--- src/rtl/xm_bus_master.sv ---
// Wishbone-classic bus master for the XM core: posted in-order write buffer,
// read-after-drain ordering, byte-lane steering, and timeout/bus-error reporting.
module xm_bus_master #(
  parameter int WORD       = 16,
  parameter int WBUF_DEPTH = 2,
  parameter int TIMEOUT    = 255
) (
  input  logic                                clk_i,
  input  logic                                arst_i,
  input  logic                                en_i,
  input  logic                                rw_i,
  input  logic                                byte_i,
  input  logic [WORD-1:0]                     addr_i,
  input  logic [WORD-1:0]                     data_i,
  output logic                                busy_o,
  output logic                                done_o,
  output logic [WORD-1:0]                     data_o,
  output logic                                err_o,
  output logic [WORD-1:0]                     fault_adr_o,
  input  logic                                ack_i,
  input  logic                                err_i,
  input  logic [WORD-1:0]                     dat_i,
  output logic                                we_o,
  output logic                                stb_o,
  output logic                                cyc_o,
  output logic [WORD/8-1:0]                   sel_o,
  output logic [WORD-$clog2(WORD/8)-1:0]      adr_o,
  output logic [WORD-1:0]                     dat_o
);

  localparam int NB = WORD / 8;
  localparam int LB = $clog2(NB);
  localparam int AW = WORD - LB;
  localparam int PW = (WBUF_DEPTH > 1) ? $clog2(WBUF_DEPTH) : 1;
  localparam int CW = $clog2(WBUF_DEPTH + 1);
  localparam int TW = (TIMEOUT > 1) ? $clog2(TIMEOUT) : 1;

  typedef enum logic [1:0] {IDLE, WR, RD} state_t;

  state_t            r_state, w_next;
  logic [AW-1:0]     r_fadr [WBUF_DEPTH];
  logic [NB-1:0]     r_fsel [WBUF_DEPTH];
  logic [WORD-1:0]   r_fdat [WBUF_DEPTH];
  logic [PW-1:0]     r_wp, r_rp;
  logic [CW-1:0]     r_cnt;
  logic              r_rd_pend, r_rbyte;
  logic [AW-1:0]     r_radr;
  logic [NB-1:0]     r_rsel;
  logic [TW-1:0]     r_tmo;
  logic              r_done, r_err;
  logic [WORD-1:0]   r_data, r_fault;

  logic              w_full, w_empty, w_accept, w_misal, w_push, w_rd_acc;
  logic              w_on_bus, w_term, w_tmo, w_fault, w_ok, w_pop;
  logic [NB-1:0]     w_req_sel, w_cur_sel;
  logic [WORD-1:0]   w_req_dat;
  logic [AW-1:0]     w_cur_adr;

  function automatic logic [LB-1:0] f_low_lane(input logic [NB-1:0] sel);
    f_low_lane = '0;
    for (int i = NB - 1; i >= 0; i--)
      if (sel[i]) f_low_lane = LB'(i);
  endfunction

  function automatic logic [WORD-1:0] f_lane(input logic [WORD-1:0] d, input logic [LB-1:0] l);
    logic [WORD-1:0] s;
    s = d >> {l, 3'b000};
    f_lane = {{(WORD-8){1'b0}}, s[7:0]};
  endfunction

  function automatic logic [PW-1:0] f_inc(input logic [PW-1:0] p);
    f_inc = (p == PW'(WBUF_DEPTH - 1)) ? '0 : p + 1'b1;
  endfunction

  assign w_full   = (r_cnt == CW'(WBUF_DEPTH));
  assign w_empty  = (r_cnt == '0);
  assign busy_o   = r_rd_pend | w_full;
  assign w_accept = en_i & ~busy_o;
  assign w_misal  = ~byte_i & (addr_i[LB-1:0] != '0);
  assign w_push   = w_accept & ~w_misal & rw_i;
  assign w_rd_acc = w_accept & ~w_misal & ~rw_i;
  assign w_req_dat = byte_i ? {NB{data_i[7:0]}} : data_i;

  always_comb begin
    w_req_sel = '1;
    if (byte_i) w_req_sel = NB'(1) << addr_i[LB-1:0];
  end

  assign w_on_bus  = (r_state != IDLE);
  assign w_cur_adr = (r_state == WR) ? r_fadr[r_rp] : r_radr;
  assign w_cur_sel = (r_state == WR) ? r_fsel[r_rp] : r_rsel;
  assign w_term    = ack_i | err_i;
  // Abort on the TIMEOUT-th strobe cycle only if the slave has not terminated it.
  assign w_tmo     = (TIMEOUT != 0) && w_on_bus && !w_term && (r_tmo == TW'(TIMEOUT - 1));
  assign w_fault   = w_on_bus && (err_i || w_tmo);
  assign w_ok      = w_on_bus && ack_i && !err_i;
  assign w_pop     = (r_state == WR) && (w_term || w_tmo);

  assign cyc_o       = w_on_bus;
  assign stb_o       = w_on_bus;
  assign we_o        = (r_state == WR);
  assign adr_o       = w_on_bus ? w_cur_adr : '0;
  assign sel_o       = w_on_bus ? w_cur_sel : '0;
  assign dat_o       = (r_state == WR) ? r_fdat[r_rp] : '0;
  assign done_o      = r_done;
  assign err_o       = r_err;
  assign data_o      = r_data;
  assign fault_adr_o = r_fault;

  always_comb begin
    w_next = r_state;
    unique case (r_state)
      IDLE:    if (!w_empty) w_next = WR;
               else if (r_rd_pend) w_next = RD;
      WR, RD:  if (w_term || w_tmo) w_next = IDLE;
      default: w_next = IDLE;
    endcase
  end

  always_ff @(posedge clk_i or negedge arst_i) begin
    if (!arst_i) begin
      r_state   <= IDLE;
      r_wp      <= '0;
      r_rp      <= '0;
      r_cnt     <= '0;
      r_rd_pend <= 1'b0;
      r_tmo     <= '0;
      r_done    <= 1'b0;
      r_err     <= 1'b0;
      r_data    <= '0;
      r_fault   <= '0;
    end else begin
      r_state <= w_next;
      if (w_push) r_wp <= f_inc(r_wp);
      if (w_pop)  r_rp <= f_inc(r_rp);
      case ({w_push, w_pop})
        2'b10:   r_cnt <= r_cnt + 1'b1;
        2'b01:   r_cnt <= r_cnt - 1'b1;
        default: ;
      endcase
      if (w_rd_acc) r_rd_pend <= 1'b1;
      else if ((r_state == RD) && (w_term || w_tmo)) r_rd_pend <= 1'b0;
      r_tmo  <= (!w_on_bus || w_term) ? '0 : r_tmo + 1'b1;
      r_done <= (r_state == RD) && w_ok;
      if ((r_state == RD) && w_ok) r_data <= r_rbyte ? f_lane(dat_i, f_low_lane(r_rsel)) : dat_i;
      r_err <= w_fault | (w_accept & w_misal);
      if (w_fault) r_fault <= {w_cur_adr, f_low_lane(w_cur_sel)};
      else if (w_accept & w_misal) r_fault <= addr_i;
    end
  end

  // Payload storage carries no reset; validity is tracked by r_cnt and r_rd_pend.
  always_ff @(posedge clk_i) begin
    if (w_push) begin
      r_fadr[r_wp] <= addr_i[WORD-1:LB];
      r_fsel[r_wp] <= w_req_sel;
      r_fdat[r_wp] <= w_req_dat;
    end
    if (w_rd_acc) begin
      r_radr  <= addr_i[WORD-1:LB];
      r_rsel  <= w_req_sel;
      r_rbyte <= byte_i;
    end
  end

endmodule

--- config.mk ---
export PLATFORM = sky130hd
export DESIGN_NAME = xm_bus_master
export DESIGN_NICKNAME = d
export VERILOG_FILES = /design/src/rtl/xm_bus_master.sv
export SDC_FILE = /design/constraint.sdc
export NUM_CORES = 1
export LEC_CHECK = 0
export ABC_AREA = 1
export ABC_CLOCK_PERIOD_IN_PS = 4700
export CAP_MARGIN = 20
export CORE_MARGIN = 1.5
export CORE_UTILIZATION = 56
export CTS_BUF_LIST = sky130_fd_sc_hd__clkbuf_2 sky130_fd_sc_hd__clkbuf_4 sky130_fd_sc_hd__clkbuf_8
export DETAILED_ROUTE_END_ITERATION = 8
export HOLD_SLACK_MARGIN = 0.15
export PLACE_DENSITY = 0.84
export SYNTH_ARGS = -nofsm -noshare
export SYNTH_HDL_FRONTEND = slang
export SYNTH_SLANG_ARGS = --single-unit
--- constraint.sdc ---
create_clock -name clk_i -period 4.7 [get_ports clk_i]
set_input_delay 0.47 -clock clk_i [delete_from_list [all_inputs] [get_ports clk_i]]
set_output_delay 0.47 -clock clk_i [all_outputs]
set_load 0.05 [all_outputs]
* Yosys cells after proc, flatten, opt, wreduce, memory -nomap -nowiden
Memories as Yosys holds them, arrays and structs flattened.
Cells that the tools add are included.
** Cells by class
- Reductions and logical operators :: 22
- Shift operators :: 2
- Muxes and demuxes :: 27
- Eq/ne operators :: 8
- Bitwise operators :: 13
- Add/subtract/negate cells :: 5
** Operators with widths (number)
- two-way mux 16 bit :: 5
- two-way mux 15 bit :: 2
- right shift 16 x 4 -> 8 bit :: 1
- two-way mux 2 bit :: 6
- two-way mux 1 bit :: 11
- adder 8 x 1 -> 8 bit, second input constant :: 1
- equality test 8 bit, second input constant :: 1
- logical AND 1 bit :: 8
- two-way mux 8 bit :: 1
- case mux 2 bit (2 select lines) :: 2
- nonzero test 2 bit :: 4
- AND 1 bit :: 6
- equality test 2 bit, second input constant :: 3
- equality test 2 x 1 -> 1 bit, second input constant :: 2
- logical NOT 2 bit :: 2
- NOT 1 bit :: 4
- logical NOT 1 bit :: 3
- logical OR 1 bit :: 3
- != test 3 bit, second input constant :: 1
- OR 1 bit :: 3
- adder 1 bit, second input constant :: 2
- adder 2 x 1 -> 2 bit, second input constant :: 1
- != test 2 bit, second input constant :: 1
- AND reduction 2 bit :: 1
- other kinds (3) :: 3
** Storage, ports and cells
- Bits of input ports :: 55
- Output and inout port bits :: 71
- Memory bits (writable) :: 66
- Memories kept :: 3
- Register bits after elaboration :: 67
** Memories
- r_fdat :: words 2, width 16, read ports 1, clocked after Yosys merged registers in 0, write ports 1, line 43 : logic [WORD-1:0] r_fdat [WBUF_DEPTH];
- r_fadr :: words 2, width 15, read ports 1, clocked after Yosys merged registers in 0, write ports 1, line 41 : logic [AW-1:0] r_fadr [WBUF_DEPTH];
- r_fsel :: words 2, width 2, read ports 1, clocked after Yosys merged registers in 0, write ports 1, line 42 : logic [NB-1:0] r_fsel [WBUF_DEPTH];

* Logic depth before layout (Yosys ltp)
- Depth in word-level cells :: 8
- Mapped depth :: 13

* Least setup slack after synthesis
No wires, ideal clock.
- Kind :: register to register
- Start point :: register r_cnt[0]
- End point :: memory r_fadr[0][0] (netlist bit) (enable)
- Data arrival time :: 2297 ps
- Setup time :: 423 ps
- Path slack :: 1980 ps
- Required time :: 4277 ps
- Clock period less this slack :: 2720 ps
- Stages on the path, launching flop included :: 7
- Cell sequence :: dfrtp_1 inv_2 a21oi_2 nand2_1 nor2_1 nand2_1 nor2_1
** Between the ends
- Cells in the longest elaborated chain, start to end :: 8
** RTL lines
- from (decl) :: line 45 : logic [CW-1:0] r_cnt;
- from (signal assigned) :: line 137 : 2'b10: r_cnt <= r_cnt + 1'b1;
- from (signal assigned) :: line 138 : 2'b01: r_cnt <= r_cnt - 1'b1;
- equality test 2 bit :: line 75 : assign w_full = (r_cnt == CW'(WBUF_DEPTH));
- OR 1 bit :: line 77 : assign busy_o = r_rd_pend | w_full;
- NOT 1 bit :: line 78 : assign w_accept = en_i & ~busy_o;
- AND 1 bit :: line 78
- AND 1 bit (2 in a row) :: line 80 : assign w_push = w_accept & ~w_misal & rw_i;
- two-way mux 1 bit :: line 154 : if (w_push) begin
- two-way mux 1 bit (implied by the code) :: line 155 : r_fadr[r_wp] <= addr_i[WORD-1:LB];
- to (decl) :: line 41
No other way between the ends.

* Worst setup path in the final report
- Start point :: register r_state[1]
- End point :: output port sel_o[1]
** Between the ends
- Cells in the longest elaborated chain, start to end :: 3
- Elaborated cells on any way between the ends :: 4
** RTL lines
- from (decl) :: line 40 : state_t r_state, w_next;
- from (signal assigned) :: line 133 : r_state <= w_next;
- equality test 2 x 1 -> 1 bit :: line 91 : assign w_cur_sel = (r_state == WR) ? r_fsel[r_rp] : r_rsel;
- two-way mux 2 bit :: line 91
- two-way mux 2 bit * :: line 103 : assign sel_o = w_on_bus ? w_cur_sel : '0;
- to (decl) :: line 26 : output logic [WORD/8-1:0] sel_o,
Mark *: on every way between the ends. The rest lies on a longest branch, timed or not.

==> results.ini <==
[clock_network]
cts_tree = built
clockBufferDepth = 2
ctsResizeCount = 0
cts_buffers = 17
cts_setup_buffers = 0
root_buffer = clkbuf_8
cts-htree-levels = 4
insertion_delay_ns = 0.45
clkSinkCount = 133
clk_pin_slew_ns = 0.08

[floorplan]
ios = 126
coreArea_um2 = 9860
die_w_um = 105
start_util_pct = 58.5
die_h_um = 105
dieArea_um2 = 10900
rows = 36

[drt]
routed_wl_um = 13700
drt_iter0_drc = 356
post_drt_wl_per_cell_um = 16.7
drcViolationCount = 0
viasPerCell = 5.48
final_antenna_net_count = 0
num_vias = 4492
drt_first_pass_iters = 5

[critical_path]
critPathSlowestCell = clkdlybuf4s50_1
worstPathArrival_ns = 3.14
r2r_cells = 13
endpoint_kind = output pin
slowest_delay_ns = 0.83
cp_num_cells = 8
worstPathRequired_ns = 4.23
cp_max_fo = 25
critPathBufInv = 4
crit_chain = inv_1, ha_1, buf_4, nor2_1, a31oi_1, inv_1, nor2_1, clkdlybuf4s50_1
cp_top_family = buffers and inverters
start_kind = flip-flop
crit_type = flip-flop to output pin

[job]
maxCapViolCount = 0

[synthesis]
seq_area_frac_synth_pct = 65.0
postSynthAreaPerCell_um2 = 10.5
syn-num-nets = 611
yosys_warnings = 0
ys_ff_latch = 133
synth.cell_area_um2 = 5770
synth.distinct_cells = 31
syn_inst = 550

[sta]
tightestPinTransition_ns = 0.995
fin_tns_setup_ns = 0
rsz0062_at_grt = no
slew_violations = 0
hold_viol_final = 0
fin_skew_ns = 0.0104
finalSetupViolations = 0
whs_ns = 0.491
max_slew_margin_pct = 33.5
max_freq_mhz = 277
min_period_ns = 3.61
fin_crit_sh_pct = 76.8

[grt]
grt_util_all_layers_pct = 25.9
grt_pass1_wl_um = 21700
grt_max_degree = 50
grt.overflow.total = 0
grt_pass1_vias = 4427
antenna_found_initial = 0

[power_and_ir_drop]
p_comb_share_pct = 54.3
power.share.switching_pct = 48.6
power_leakage_nw = 3.08
p_seq_share_pct = 28.9
power_density_nw_per_um2 = 740
p_sw_mw = 2.70
p_clk_share_pct = 16.8
intPower_mw = 2.85
ir_drop_mv = 0.418

[place]
dp.cells = 786
placed_area_um2 = 7070
gp_congestion = 0.795
dp_hpwl_um = 8780
port_buffers = 125

[cells_and_area]
fin_area_um2 = 7500
syn2layout_area_growth_pct = 29.9
nets = 735
diodes = 0
instances_no_fill = 820
final_layout_size_suffix_gt1_share_pct = 9.46
final_util_pct = 76.0
fillerInstances = 608

[hold_path]
hp-class = flip-flop to flip-flop
hold_path_depth = 1

[status]
status = completed

kinds of logic (layout without fill, tap and decap cells):
group	after synthesis	count (layout)	synth area share, %
AND/OR/NAND/NOR	224	224	16.3
flip-flops	133	133	65.0
AO/OA/AOI/OAI	98	98	9.41
buffers and inverters	77	214	5.85
multiplexers	8	8	1.56
adder cells (fa/ha/maj)	6	6	1.30
XOR/XNOR	4	4	0.607
cells in the mapped netlist, drive strengths merged:
master	count	share of area (%)
o21ai	53	4.6
xor2	2	0.30
nor2	65	4.7
clkbuf	8	0.54
edfxtp	84	44
dfrtp	49	21
nor3	1	0.087
nand3	16	1.7
inv	53	3.4
o211ai	15	2.0
nor4	1	0.11
xnor2	2	0.30
nand4	1	0.11
nand2	140	9.6
ha	6	1.3
mux2	8	1.6
a31oi	9	0.98
a21oi	21	1.9
buf	16	1.9
per-layer routing:
metal | GRT usage [%] | up-vias | wire [µm]
met5 | 0 | - | 0
met4 | 9.42 | 0 | 243
met3 | 5.58 | 27 | 935
met2 | 45.1 | 209 | 7080
met1 | 31.8 | 2159 | 5460
li1 | - | 2097 | -
per-stage QoR:
step	worst slack (ns)	total power [mW]
2_1_floorplan	1.98	3.66
3_5_place_dp	1.60	4.61
4_1_cts	1.08	5.55
6_report	1.09	5.55
3_3_place_gp	1.75	4.53
5_1_grt	0.922	5.80
placed cells by master (no fill, tap or decap), types with 2 or more instances in the layout:
| cell | n |
|---|---|
| clkinv_4 | 5 |
| nand3_1 | 14 |
| nor2_4 | 3 |
| o211ai_1 | 15 |
| ha_1 | 6 |
| a31oi_1 | 9 |
| o21ai_0 | 44 |
| nor2_1 | 60 |
| o21ai_1 | 9 |
| dfrtp_1 | 49 |
| clkbuf_8 | 17 |
| nand2_4 | 4 |
| mux2_2 | 8 |
| buf_4 | 2 |
| a21oi_1 | 20 |
| inv_1 | 43 |
| bufinv_16 | 2 |
| xnor2_1 | 2 |
| clkdlybuf4s50_1 | 124 |
| inv_2 | 10 |
| clkinvlp_4 | 5 |
| xor2_1 | 2 |
| nand2_1 | 136 |
| edfxtp_1 | 84 |
what timing repair did:
item / 4_1_cts / 5_1_grt
setup endpoints to repair: 0 / 0
hold buffers: 0 / 1
endpoints found under the hold margin: 0 / 19
worst paths after layout:
| kind | from | to | slack, ns |
|---|---|---|---|
| worst max-delay path | r_state[1] | sel_o[1] | 1.09 |
| worst min-delay path | r_tmo[0] | r_tmo[0] | 0.49 |
| worst max register to register | r_state[0] | r_cnt[1] | 2.04 |
| worst min register to register | r_tmo[0] | r_tmo[0] | 0.49 |
| max in group asynchronous | arst_i | fault_adr_o[12] | 3.64 |
| min in group asynchronous | arst_i | r_rd_pend | 0.53 |
power groups by stage:
stage / combinational [mW] / clock (mW) / sequential, mW
after floorplan: 1.58 / 0 / 2.08
after global placement: 2.92 / 0 / 1.61
after detailed placement: 2.98 / 0 / 1.63
after CTS: 3.01 / 0.938 / 1.60
after global routing: 3.19 / 0.985 / 1.63
final: 3.01 / 0.934 / 1.60
flip-flops by register name, summed over array words and instances (netlist names):
register,count
r_fdat,32
r_state,2
r_rsel,2
fault_adr_o,16
r_rp,1
r_radr,15
err_o,1
r_fadr,30
r_wp,1
data_o,16
r_rd_pend,1
done_o,1
r_cnt,2
r_fsel,4
r_rbyte,1
r_tmo,8
worst register-to-register path: stages, from the launching register on:
cell and delay, ns:
dfrtp_1 0.41, inv_1 0.08, ha_1 0.27, inv_2 0.38, nand2_4 0.19, nor2_8 0.17, nand3_4 0.11, nand2_1 0.12
nand2_1 0.09, inv_1 0.10, ha_1 0.26, a21oi_1 0.13, o21ai_0 0.11, xnor2_1 0.14
final cells by class:
type / instances / area (µm²) / share of cell area [%]
inverters: 53 / 199 / 2.65
clock buffers: 17 / 234 / 3.12
clock inverters: 15 / 159 / 2.12
flip-flops and latches: 133 / 3750 / 50.0
multi-input cells: 340 / 1700 / 22.7
well taps: 133 / 166 / 2.22
repair buffers: 129 / 1290 / 17.2
Note: power is estimated with default switching activity, not from simulation.
